[src/rtl/multicycle_control.sv]
// Multicycle MIPS controller: sequences a shared ALU/memory/IR/register-file
// datapath through IF/ID/EX/MEM/WB, with a memory-ready watchdog and a retired-instruction counter.
module multicycle_control #(
  parameter int MAX_WAIT = 16,
  parameter int WAIT_W   = 8,
  parameter int COUNT_W  = 32
) (
  input  logic               clock,
  input  logic               resetN,
  input  logic [5:0]         opCode,
  input  logic               zero,
  input  logic               memReady,
  output logic               pcWrite,
  output logic               pcSrc,
  output logic               irWrite,
  output logic               iorD,
  output logic               memRead,
  output logic               memWrite,
  output logic               memToReg,
  output logic               regDst,
  output logic               regWrite,
  output logic               aluSrcA,
  output logic [1:0]         aluSrcB,
  output logic [1:0]         aluOp,
  output logic               illegalOp,
  output logic               memTimeout,
  output logic [3:0]         state,
  output logic [COUNT_W-1:0] instrCount
);

  typedef enum logic [3:0] {
    FETCH    = 4'd0,
    DECODE   = 4'd1,
    MEMADDR  = 4'd2,
    MEMREAD  = 4'd3,
    MEMWB    = 4'd4,
    MEMWRITE = 4'd5,
    EXEC     = 4'd6,
    RWB      = 4'd7,
    BRANCH   = 4'd8,
    TRAP     = 4'd9
  } stateT;

  localparam logic [5:0]        OP_RTYPE  = 6'd0;
  localparam logic [5:0]        OP_BEQ    = 6'd4;
  localparam logic [5:0]        OP_LW     = 6'd35;
  localparam logic [5:0]        OP_SW     = 6'd43;
  localparam logic [WAIT_W-1:0] LAST_WAIT = WAIT_W'(MAX_WAIT - 1);

  stateT             stateR;
  stateT             nextStateS;
  logic [WAIT_W-1:0] waitCntR;
  logic              retireS;
  logic              waitIncS;
  logic              setIllegalS;
  logic              setTimeoutS;
  logic              rawPcWrite;
  logic              rawIrWrite;
  logic              rawMemRead;
  logic              rawMemWrite;
  logic              rawRegWrite;

  // State, watchdog counter, retired count and sticky trap flags
  always_ff @(posedge clock or negedge resetN) begin
    if (!resetN) begin
      stateR     <= FETCH;
      waitCntR   <= {WAIT_W{1'b0}};
      instrCount <= {COUNT_W{1'b0}};
      illegalOp  <= 1'b0;
      memTimeout <= 1'b0;
    end else begin
      stateR <= nextStateS;
      if (nextStateS != stateR) begin
        waitCntR <= {WAIT_W{1'b0}};
      end else if (waitIncS) begin
        waitCntR <= waitCntR + WAIT_W'(1);
      end else begin
        waitCntR <= waitCntR;
      end
      if (retireS) begin
        instrCount <= instrCount + COUNT_W'(1);
      end else begin
        instrCount <= instrCount;
      end
      illegalOp  <= illegalOp | setIllegalS;
      memTimeout <= memTimeout | setTimeoutS;
    end
  end

  // Next-state, retirement and trap decisions
  always_comb begin
    nextStateS  = stateR;
    retireS     = 1'b0;
    waitIncS    = 1'b0;
    setIllegalS = 1'b0;
    setTimeoutS = 1'b0;
    case (stateR)
      FETCH, MEMREAD, MEMWRITE: begin
        // A ready on the final allowed wait cycle still completes normally.
        if (memReady) begin
          case (stateR)
            FETCH:   nextStateS = DECODE;
            MEMREAD: nextStateS = MEMWB;
            default: begin
              nextStateS = FETCH;
              retireS    = 1'b1;
            end
          endcase
        end else if (waitCntR == LAST_WAIT) begin
          nextStateS  = TRAP;
          setTimeoutS = 1'b1;
        end else begin
          waitIncS = 1'b1;
        end
      end
      DECODE: begin
        case (opCode)
          OP_RTYPE:     nextStateS = EXEC;
          OP_LW, OP_SW: nextStateS = MEMADDR;
          OP_BEQ:       nextStateS = BRANCH;
          default: begin
            nextStateS  = TRAP;
            setIllegalS = 1'b1;
          end
        endcase
      end
      MEMADDR: begin
        if (opCode == OP_LW) begin
          nextStateS = MEMREAD;
        end else begin
          nextStateS = MEMWRITE;
        end
      end
      EXEC: nextStateS = RWB;
      MEMWB, RWB, BRANCH: begin
        nextStateS = FETCH;
        retireS    = 1'b1;
      end
      TRAP:    nextStateS = TRAP;
      default: nextStateS = TRAP;
    endcase
  end

  // Datapath controls decoded from the current state (Mealy on memReady/zero)
  always_comb begin
    rawPcWrite  = 1'b0;
    rawIrWrite  = 1'b0;
    rawMemRead  = 1'b0;
    rawMemWrite = 1'b0;
    rawRegWrite = 1'b0;
    pcSrc       = 1'b0;
    iorD        = 1'b0;
    memToReg    = 1'b0;
    regDst      = 1'b0;
    aluSrcA     = 1'b0;
    aluSrcB     = 2'b00;
    aluOp       = 2'b00;
    case (stateR)
      FETCH: begin
        rawMemRead = 1'b1;
        aluSrcB    = 2'b01;
        rawIrWrite = memReady;
        rawPcWrite = memReady;
      end
      DECODE: aluSrcB = 2'b11;
      MEMADDR: begin
        aluSrcA = 1'b1;
        aluSrcB = 2'b10;
      end
      MEMREAD: begin
        rawMemRead = 1'b1;
        iorD       = 1'b1;
      end
      MEMWB: begin
        rawRegWrite = 1'b1;
        memToReg    = 1'b1;
      end
      MEMWRITE: begin
        rawMemWrite = 1'b1;
        iorD        = 1'b1;
      end
      EXEC: begin
        aluSrcA = 1'b1;
        aluOp   = 2'b10;
      end
      RWB: begin
        rawRegWrite = 1'b1;
        regDst      = 1'b1;
      end
      BRANCH: begin
        aluSrcA    = 1'b1;
        aluOp      = 2'b01;
        pcSrc      = 1'b1;
        rawPcWrite = zero;
      end
      TRAP:    aluSrcB = 2'b00;
      default: aluSrcB = 2'b00;
    endcase
  end

  // Strobes are gated by reset so a mid-access reset kills them without waiting for a clock.
  assign pcWrite  = rawPcWrite  & resetN;
  assign irWrite  = rawIrWrite  & resetN;
  assign memRead  = rawMemRead  & resetN;
  assign memWrite = rawMemWrite & resetN;
  assign regWrite = rawRegWrite & resetN;
  assign state    = stateR;

endmodule

[config.mk]
export PLATFORM = sky130hd
export DESIGN_NAME = multicycle_control
export DESIGN_NICKNAME = d
export VERILOG_FILES = /design/src/rtl/multicycle_control.sv
export SDC_FILE = /design/constraint.sdc
export NUM_CORES = 1
export LEC_CHECK = 0
export CAP_MARGIN = 20
export CORE_ASPECT_RATIO = 0.6
export CORE_MARGIN = 4
export CORE_UTILIZATION = 53
export DETAILED_ROUTE_END_ITERATION = 12
export PLACE_DENSITY = 0.95
export SYNTH_ARGS = -nofsm -noshare
export SYNTH_HDL_FRONTEND = slang
export SYNTH_SLANG_ARGS = --single-unit
[constraint.sdc]
create_clock -name clock -period 5.5 [get_ports clock]
set_clock_uncertainty 0.05 [all_clocks]
set_input_delay 0.55 -clock clock [delete_from_list [all_inputs] [get_ports clock]]
set_output_delay 0.55 -clock clock [all_outputs]
set_load 0.02 [all_outputs]
==> impl_results.md, run 1 <==
* CTS resizes at 0
* Reg power frac at between 40% and 50%
* Clock latency of the later-clocked register in the worst-skew pair at approximately 0.3 ns
* Total area of multi-input combinational cells at between 1000 and 1500 sq um
* Initial antenna violation count at 0
* Sequential cell area at 1151 sq um
* Worst-margin pin slew at 0.6812 ns
* CTS root buf: sky130_fd_sc_hd__clkbuf_8
* Arrival time worst endpoint at 2.42 ns
* Detailed placement HPWL at ~4.5 mm
* Deepest clock path buffer count at 2
* First-pass detailed-route iteration total at 6
* F_max at between 0.3 and 0.4 GHz
* RePlAce Congestion at about 0.9
* Worst endpoint required time at 4.90 ns
* Die height at ~61 microns
* Yosys synthesis warning count at 0
* Total of buffers placed on input and output ports at just over 60
* FF-to-FF path depth at 5
* Total GRT Usage at between 20% and 30%
* Area added between synthesis and finish at 28.74%
* Wire length per cell after detailed routing at 16.08 microns
* Max-cap violations at 0
* Nets in the synthesized netlist at 268
* Design internal power at 648.0 uW
* Final period util at 54.99%
* Number of top-level pins at between 60 and 70
* Total clock sinks at 46
* Die Width at approximately 97 microns
* Flip-flop cell with the highest count after synthesis: sky130_fd_sc_hd__dfrtp_1
* Status: finished clean
* Number of enable-type register cells in the synthesized netlist at 0
* Type of the worst min-delay path: primary input to asynchronous set/reset pin
* Clock tree from TritonCTS: yes
* Crit. End Element: output port
* Hold buffer count at CTS at 0
* Total power draw at about 1100 uW
* Antenna cell count at 0
* Switching power at between 400 and 500 uW
* Number of fill cells at 344
* Number of vias per cell after detailed routing at 5.799
* Number of pins with negative max-slew slack in the final report at 0
* Via Count at between 2k and 2.5k
* Final setup vio count at 0
* Share of layout cells above drive strength 1 at 6.349%
* Most used cells in the layout excluding fill and tap cells: 60 x sky130_fd_sc_hd__clkdlybuf4s50_1, 46 x sky130_fd_sc_hd__dfrtp_1, 24 x sky130_fd_sc_hd__xnor2_1, 22 x sky130_fd_sc_hd__nand2_1
* First-pass GRT wire length at between 9 and 10 mm
* Synthesized flop and latch total at 46
* VDD IR-drop max at around 0.23 mV
* Iteration-0 DRC count of the detailed router at 175
* Post-CTS setup-driven buffer insertion count at 0
* Fraction of registers with async set/reset at 100.0%
* WS Path Type: flop to output port
* Power per standard cell area at around 330 nW/um^2
* Sw Ratio at 39.60%
* Placeable core region at ~4600 sq um
* Row count at 19
* Largest net degree at the start of global routing at 52
* Capture point of the worst reg-to-reg path: instrCount[15]
* Most common library cell in the layout ignoring fill and taps: sky130_fd_sc_hd__clkdlybuf4s50_1
* Fin Setup TNS at 0 ns
* Total Routed Length at ~6.1 mm
* Maximum fanout along the worst path at 20
* Worst hold slack at approximately 0.042 ns
* H-tree lvl count at 2
* NumNets Final at roughly 330
* CTS buffer count at 5
* Share of power burned in the clock network at 18.7%
* Initial Utilization at about 55%
* Total leakage power at between 0.001 and 0.0015 uW
* Number of global-route vias before repair at ~2.0k
* Startpoint class of the critical path: flop
* Remaining Overflow, GRT at 0
* R2R setup slack at roughly 2.8 ns
* Portion of total power attributed to combinational logic at 39.2%
* Final hold violation count at 0
* Post-synthesis instance area at 2525 sq um
* Fin crit period at 3.024 ns
* Post-Synthesis Mean Instance Area at 9.863 sq um
* R2r startpoint: state[2]
* Cell variety after synth at 49
* Register clock-pin slew on the reported worst setup and hold paths at approximately 0.080 ns
* Die Area at around 6000 sq um
* Antenna Violating Nets Remaining at 0
* Post-synthesis instance total at 256
* Number of design rule violations left after detail routing at 0
* Setup repair after global routing missed its margin: false
* Sequential-to-total area share from yosys stat at about 46%
* Max-Slew Margin vs Limit at between 50% and 60%
synthesized netlist by cell type (5+ instances only):
cell	count	area [sq um]
sky130_fd_sc_hd__a21oi_1	7	35.03
sky130_fd_sc_hd__and2_1	7	43.79
sky130_fd_sc_hd__and3_1	10	62.56
sky130_fd_sc_hd__and4_1	5	43.79
sky130_fd_sc_hd__dfrtp_1	46	1151
sky130_fd_sc_hd__nand2_1	22	82.58
sky130_fd_sc_hd__nand2b_1	5	31.28
sky130_fd_sc_hd__nand3_1	13	65.06
sky130_fd_sc_hd__nand4_1	9	56.30
sky130_fd_sc_hd__nor2_1	15	56.30
sky130_fd_sc_hd__nor3_1	7	35.03
sky130_fd_sc_hd__nor4_1	7	43.79
sky130_fd_sc_hd__o21ai_0	9	45.04
sky130_fd_sc_hd__xnor2_1	24	210.2
sky130_fd_sc_hd__xor2_1	15	131.4
logic make-up after synthesis:
family	after synthesis	share of synthesized area (%)
simple gates	120	26.76
flops	46	45.59
xor+xnor	40	14.17
compound gates	32	8.870
buf+inv	15	3.171
fa+ha+maj	2	0.9909
mux	1	0.4460
power by group through the flow:
stage	clock network, uW	logic (uW)	registers, uW
3_5_place_dp	0	413	458
2_1_floorplan	0	262	450
4_1_cts	204	416	451
5_1_grt	222	457	462
3_3_place_gp	0	402	454
6_report	201	420	452
metrics by stage:
step | cell area [sq um] | util [%] | instances | setup WS (ns)
after floorplan | 2525 | - | 256 | 3.321
after detailed placement | 3144 | 68.53 | 369 | 2.564
after CTS | 3231 | 70.41 | 377 | 2.502
after global routing | 3251 | 70.85 | 378 | 2.350
final | 3251 | 70.85 | 378 | 2.476
after global placement | 3144 | 68.53 | 369 | 2.593
how the worst max path moves through the flow:
stage	slack [ns]	depth (start not counted)	start	endpoint
floorplan	3.32	7	memReady	waitCntR[2]
global placement	2.59	3	resetN	irWrite
detailed placement	2.56	3	resetN	irWrite
CTS	2.50	4	state[2]	pcSrc
global route	2.35	4	state[2]	pcSrc
finish	2.48	4	state[2]	pcSrc
critical path: stages (launching register included):
cell                              delay (ns)
sky130_fd_sc_hd__dfrtp_1                0.62
sky130_fd_sc_hd__nor3_1                 0.45
sky130_fd_sc_hd__nand2_1                0.27
sky130_fd_sc_hd__inv_1                  0.16
sky130_fd_sc_hd__clkdlybuf4s50_1        0.62
metal layers:
layer	track usage (%)	up-vias	share of wire, %
met5	0	-	0
met4	5.200	0	0.28
met3	5.769	2	7.7
met2	32.65	93	46
met1	29.74	1074	46
li1	-	1023	-
flip-flops by register name, indices dropped and copies added (netlist names):
name and cells:
illegalOp 1, instrCount 32, memTimeout 1, state 4
waitCntR 8
final cells by class:
| cell class | instances | share of cell area [%] |
|---|---|---|
| repair buffers | 62 | 19.25 |
| flip-flops and latches | 46 | 35.41 |
| inverters | 4 | 0.4619 |
| multi-input cells | 195 | 39.80 |
| clock inverters | 2 | 0.4234 |
| well taps | 63 | 2.425 |
| clock buffers | 6 | 2.232 |
No activity file was read; power rests on OpenSTA's default activity.
==> run 2: changes to the inputs <==
--- a/config.mk
+++ b/config.mk
@@ -8,9 +8,9 @@
 export CAP_MARGIN = 20
 export CORE_ASPECT_RATIO = 0.6
 export CORE_MARGIN = 4
-export CORE_UTILIZATION = 53
+export CORE_UTILIZATION = 49
 export DETAILED_ROUTE_END_ITERATION = 12
-export PLACE_DENSITY = 0.95
+export PLACE_DENSITY = 0.91
 export SYNTH_ARGS = -nofsm -noshare
 export SYNTH_HDL_FRONTEND = slang
 export SYNTH_SLANG_ARGS = --single-unit
==> constraint.sdc (replaced) <==
create_clock -name clock -period 3 [get_ports clock]
set_clock_uncertainty 0.05 [all_clocks]
set_input_delay 0.3 -clock clock [delete_from_list [all_inputs] [get_ports clock]]
set_output_delay 0.3 -clock clock [all_outputs]
set_load 0.02 [all_outputs]
==> run 2 against run 1 <==
Against the previous run:
- utilization shrank 1.5 points
- critical endpoint unchanged
- cell count grew 1.9%
- clock-buffer cell count grew 1
- die area grew 7.3%
==> impl_results.md, run 2 (synthesized netlist as in run 1, its figures left out) <==
* Number of global-route vias before repair at 2236
* Clock tree from TritonCTS: yes
* Share of layout cells above drive strength 1 at between 8 and 9%
* Total power draw at approximately 2000 uW
* Die height at between 60 and 70 microns
* First-pass GRT wire length at roughly 11 mm
* Startpoint class of the critical path: flop
* Design internal power at roughly 1300 uW
* Initial Utilization at between 50% and 60%
* Area of all placed cells without fillers at about 3300 sq um
* Final period util at between 80% and 90%
* Number of design rule violations left after detail routing at 0
* Detailed placement HPWL at 4.917 mm
* R2R setup slack at 0.52 ns
* Met1 track demand over resource at between 30% and 40%
* Critical path buffer and inverter count at 2
* Power per standard cell area at between 600 and 700 nW/um^2
* Status: finished clean
* Total clock sinks at 46
* Post-CTS setup-driven buffer insertion count at 0
* FF-to-FF path depth at 5
* Total number of cells along the worst setup path at 4
* Register clock-pin slew on the reported worst setup and hold paths at approximately 0.090 ns
* Placeable core region at 4778 sq um
* Total leakage power at roughly 0.0013 uW
* Source of the worst hold timing path: illegalOp
* Reg power frac at 39.3%
* Register with the most flip-flops: instrCount
* RePlAce Congestion at ~0.9
* Hold Path End: illegalOp
* Sw Ratio at around two fifths
* CP max stage delay at approximately 0.62 ns
* Flip-flop count of the largest register after layout at 32
* Final setup vio count at 0
* Wire length per cell after detailed routing at approximately 17 microns
* Antenna cell count at 0
* Switching power at 783.5 uW
* Iteration-0 DRC count of the detailed router at 149
* Final hold violation count at 0
* Layer with the highest usage: met2
* Maximum fanout along the worst path at 18
* Die Area at 6403 sq um
* Arrival time worst endpoint at between 2 and 2.5 ns
* Final standard cell utilization of the core at slightly below 70%
* Cell Area, Placed at about 3200 sq um
* Initial antenna violation count at 0
* Die Width at roughly 100 microns
* Deepest clock path buffer count at 2
* Worst-margin pin slew at 0.7596 ns
* Kind of cell adding the most delay to the critical path: buffers and inverters
* Number of vias per cell after detailed routing at roughly 5.8
* Max-Slew Margin vs Limit at between 40 and 50%
* H-tree lvl count at 2
* Max-cap violations at 0
* Most common library cell in the layout ignoring fill and taps: sky130_fd_sc_hd__clkdlybuf4s50_1
* Antenna Violating Nets Remaining at 0
* Number of pins with negative max-slew slack in the final report at 0
* Number of top-level pins at 62
* VDD IR-drop max at between 0.3 and 0.4 mV
* Share of power burned in the clock network at about 21%
* Total of buffers placed on input and output ports at between 60 and 70
* F_max at 0.3820 GHz
* Fin crit period at 2.618 ns
* Total GRT Usage at 21.22%
* Row count at 19
* Portion of total power attributed to combinational logic at approximately 40%
* NumNets Final at roughly 330
* Capture point of the worst reg-to-reg path: waitCntR[2]
* List of cells traversed by the critical path: nor3_1, nand2_1, inv_1, clkdlybuf4s50_1
* CTS root buf: sky130_fd_sc_hd__clkbuf_8
* Worst hold slack at 0.4273 ns
* CP max stage cell: sky130_fd_sc_hd__clkdlybuf4s50_1
* WS Path Type: flop to output port
* Remaining Overflow, GRT at 0
* CTS buffer count at 5
* R2r startpoint: state[1]
* Setup repair after global routing missed its margin: false
* Number of instances on the worst hold path at 1
* Met3 global-route usage at 5.292%
* Worst endpoint required time at between 2 and 3 ns
* Met2 Resource Use GR at between 30% and 40%
* Area added between synthesis and finish at 31.17%
* Clock latency of the later-clocked register in the worst-skew pair at 0.30 ns
* Crit. End Element: output port
* Total Routed Length at around 6.5 mm
* Fin Setup TNS at 0 ns
* Most used cells in the layout excluding fill and tap cells: 60 x sky130_fd_sc_hd__clkdlybuf4s50_1, 46 x sky130_fd_sc_hd__dfrtp_1, 24 x sky130_fd_sc_hd__xnor2_1, 22 x sky130_fd_sc_hd__nand2_1
* Type of the worst min-delay path: flop to flop
* Via Count at approximately 2.2k
* First-pass detailed-route iteration total at 4
* Largest net degree at the start of global routing at 29
-- run 2: changes by cell type in the layout (fill, tap and decap cells not counted), sizes merged --
cell | previous run | this run
buf | 2 | 8
clkbuf | 6 | 7
clkinv | 2 | 1
dlygate4sd3 | 0 | 1
-- run 2: worst reg2reg max path, delay by kind of cell, from the launching register on --
kind	cells	cell delay [ns]
AO/OA/AOI/OAI	2	0.57
flip-flops	1	0.73
XOR/XNOR	1	0.18
AND/OR/NAND/NOR	2	0.86
-- run 2: power groups by stage --
stage	Sequential, uW	Clock (uW)	Combinational (uW)
global route	813	452	892
CTS	799	428	815
floorplan	824	0	481
detailed placement	809	0	810
global placement	807	0	785
finish	802	423	815
-- run 2: through the flow --
| step | std cells | setup WS (ns) |
|---|---|---|
| final | 385 | 0.3823 |
| after global routing | 385 | 0.2145 |
| after detailed placement | 376 | 0.3174 |
| after floorplan | 256 | 0.8409 |
| after global placement | 376 | 0.4238 |
| after CTS | 385 | 0.3788 |
-- run 2: metal layers --
metal,share of wire (%),vias up
li1,-,1044
met1,45,1106
met2,46,80
met3,8.2,2
met4,0.22,0
met5,0,-
-- run 2: how the worst max path moves through the flow --
stage	slack (ns)	startpoint	end
4_1_cts	0.38	state[1]	pcSrc
6_report	0.38	state[1]	pcSrc
5_1_grt	0.21	state[1]	pcSrc
3_3_place_gp	0.42	memReady	waitCntR[2]
3_5_place_dp	0.32	memReady	waitCntR[2]
2_1_floorplan	0.84	state[0]	waitCntR[2]
-- run 2: cell type report --
type                            instances  area, sq um
Fill cell                             380         1466
Multi-Input combinational cell        195         1294
Sequential cell                        46         1151
Timing Repair Buffer                   69        668.1
Clock buffer                            7        96.34
Tap cell                               63        78.83
Inverter                                4        15.01
Clock inverter                          1        8.758
-- run 2: timing repair --
item | in CTS | in global routing
hold buffers | 1 | 0
endpoints found under the hold margin | 18 | 0
resized for setup | 0 | 0
==> run 3: changes to the inputs <==
--- a/config.mk
+++ b/config.mk
@@ -11,6 +11,7 @@
 export CORE_UTILIZATION = 49
 export DETAILED_ROUTE_END_ITERATION = 12
 export PLACE_DENSITY = 0.91
+export SLEW_MARGIN = 25
 export SYNTH_ARGS = -nofsm -noshare
 export SYNTH_HDL_FRONTEND = slang
 export SYNTH_SLANG_ARGS = --single-unit
==> results of run 3 <==
No change in the layout: final DEF, timing and power equal those of run 2.
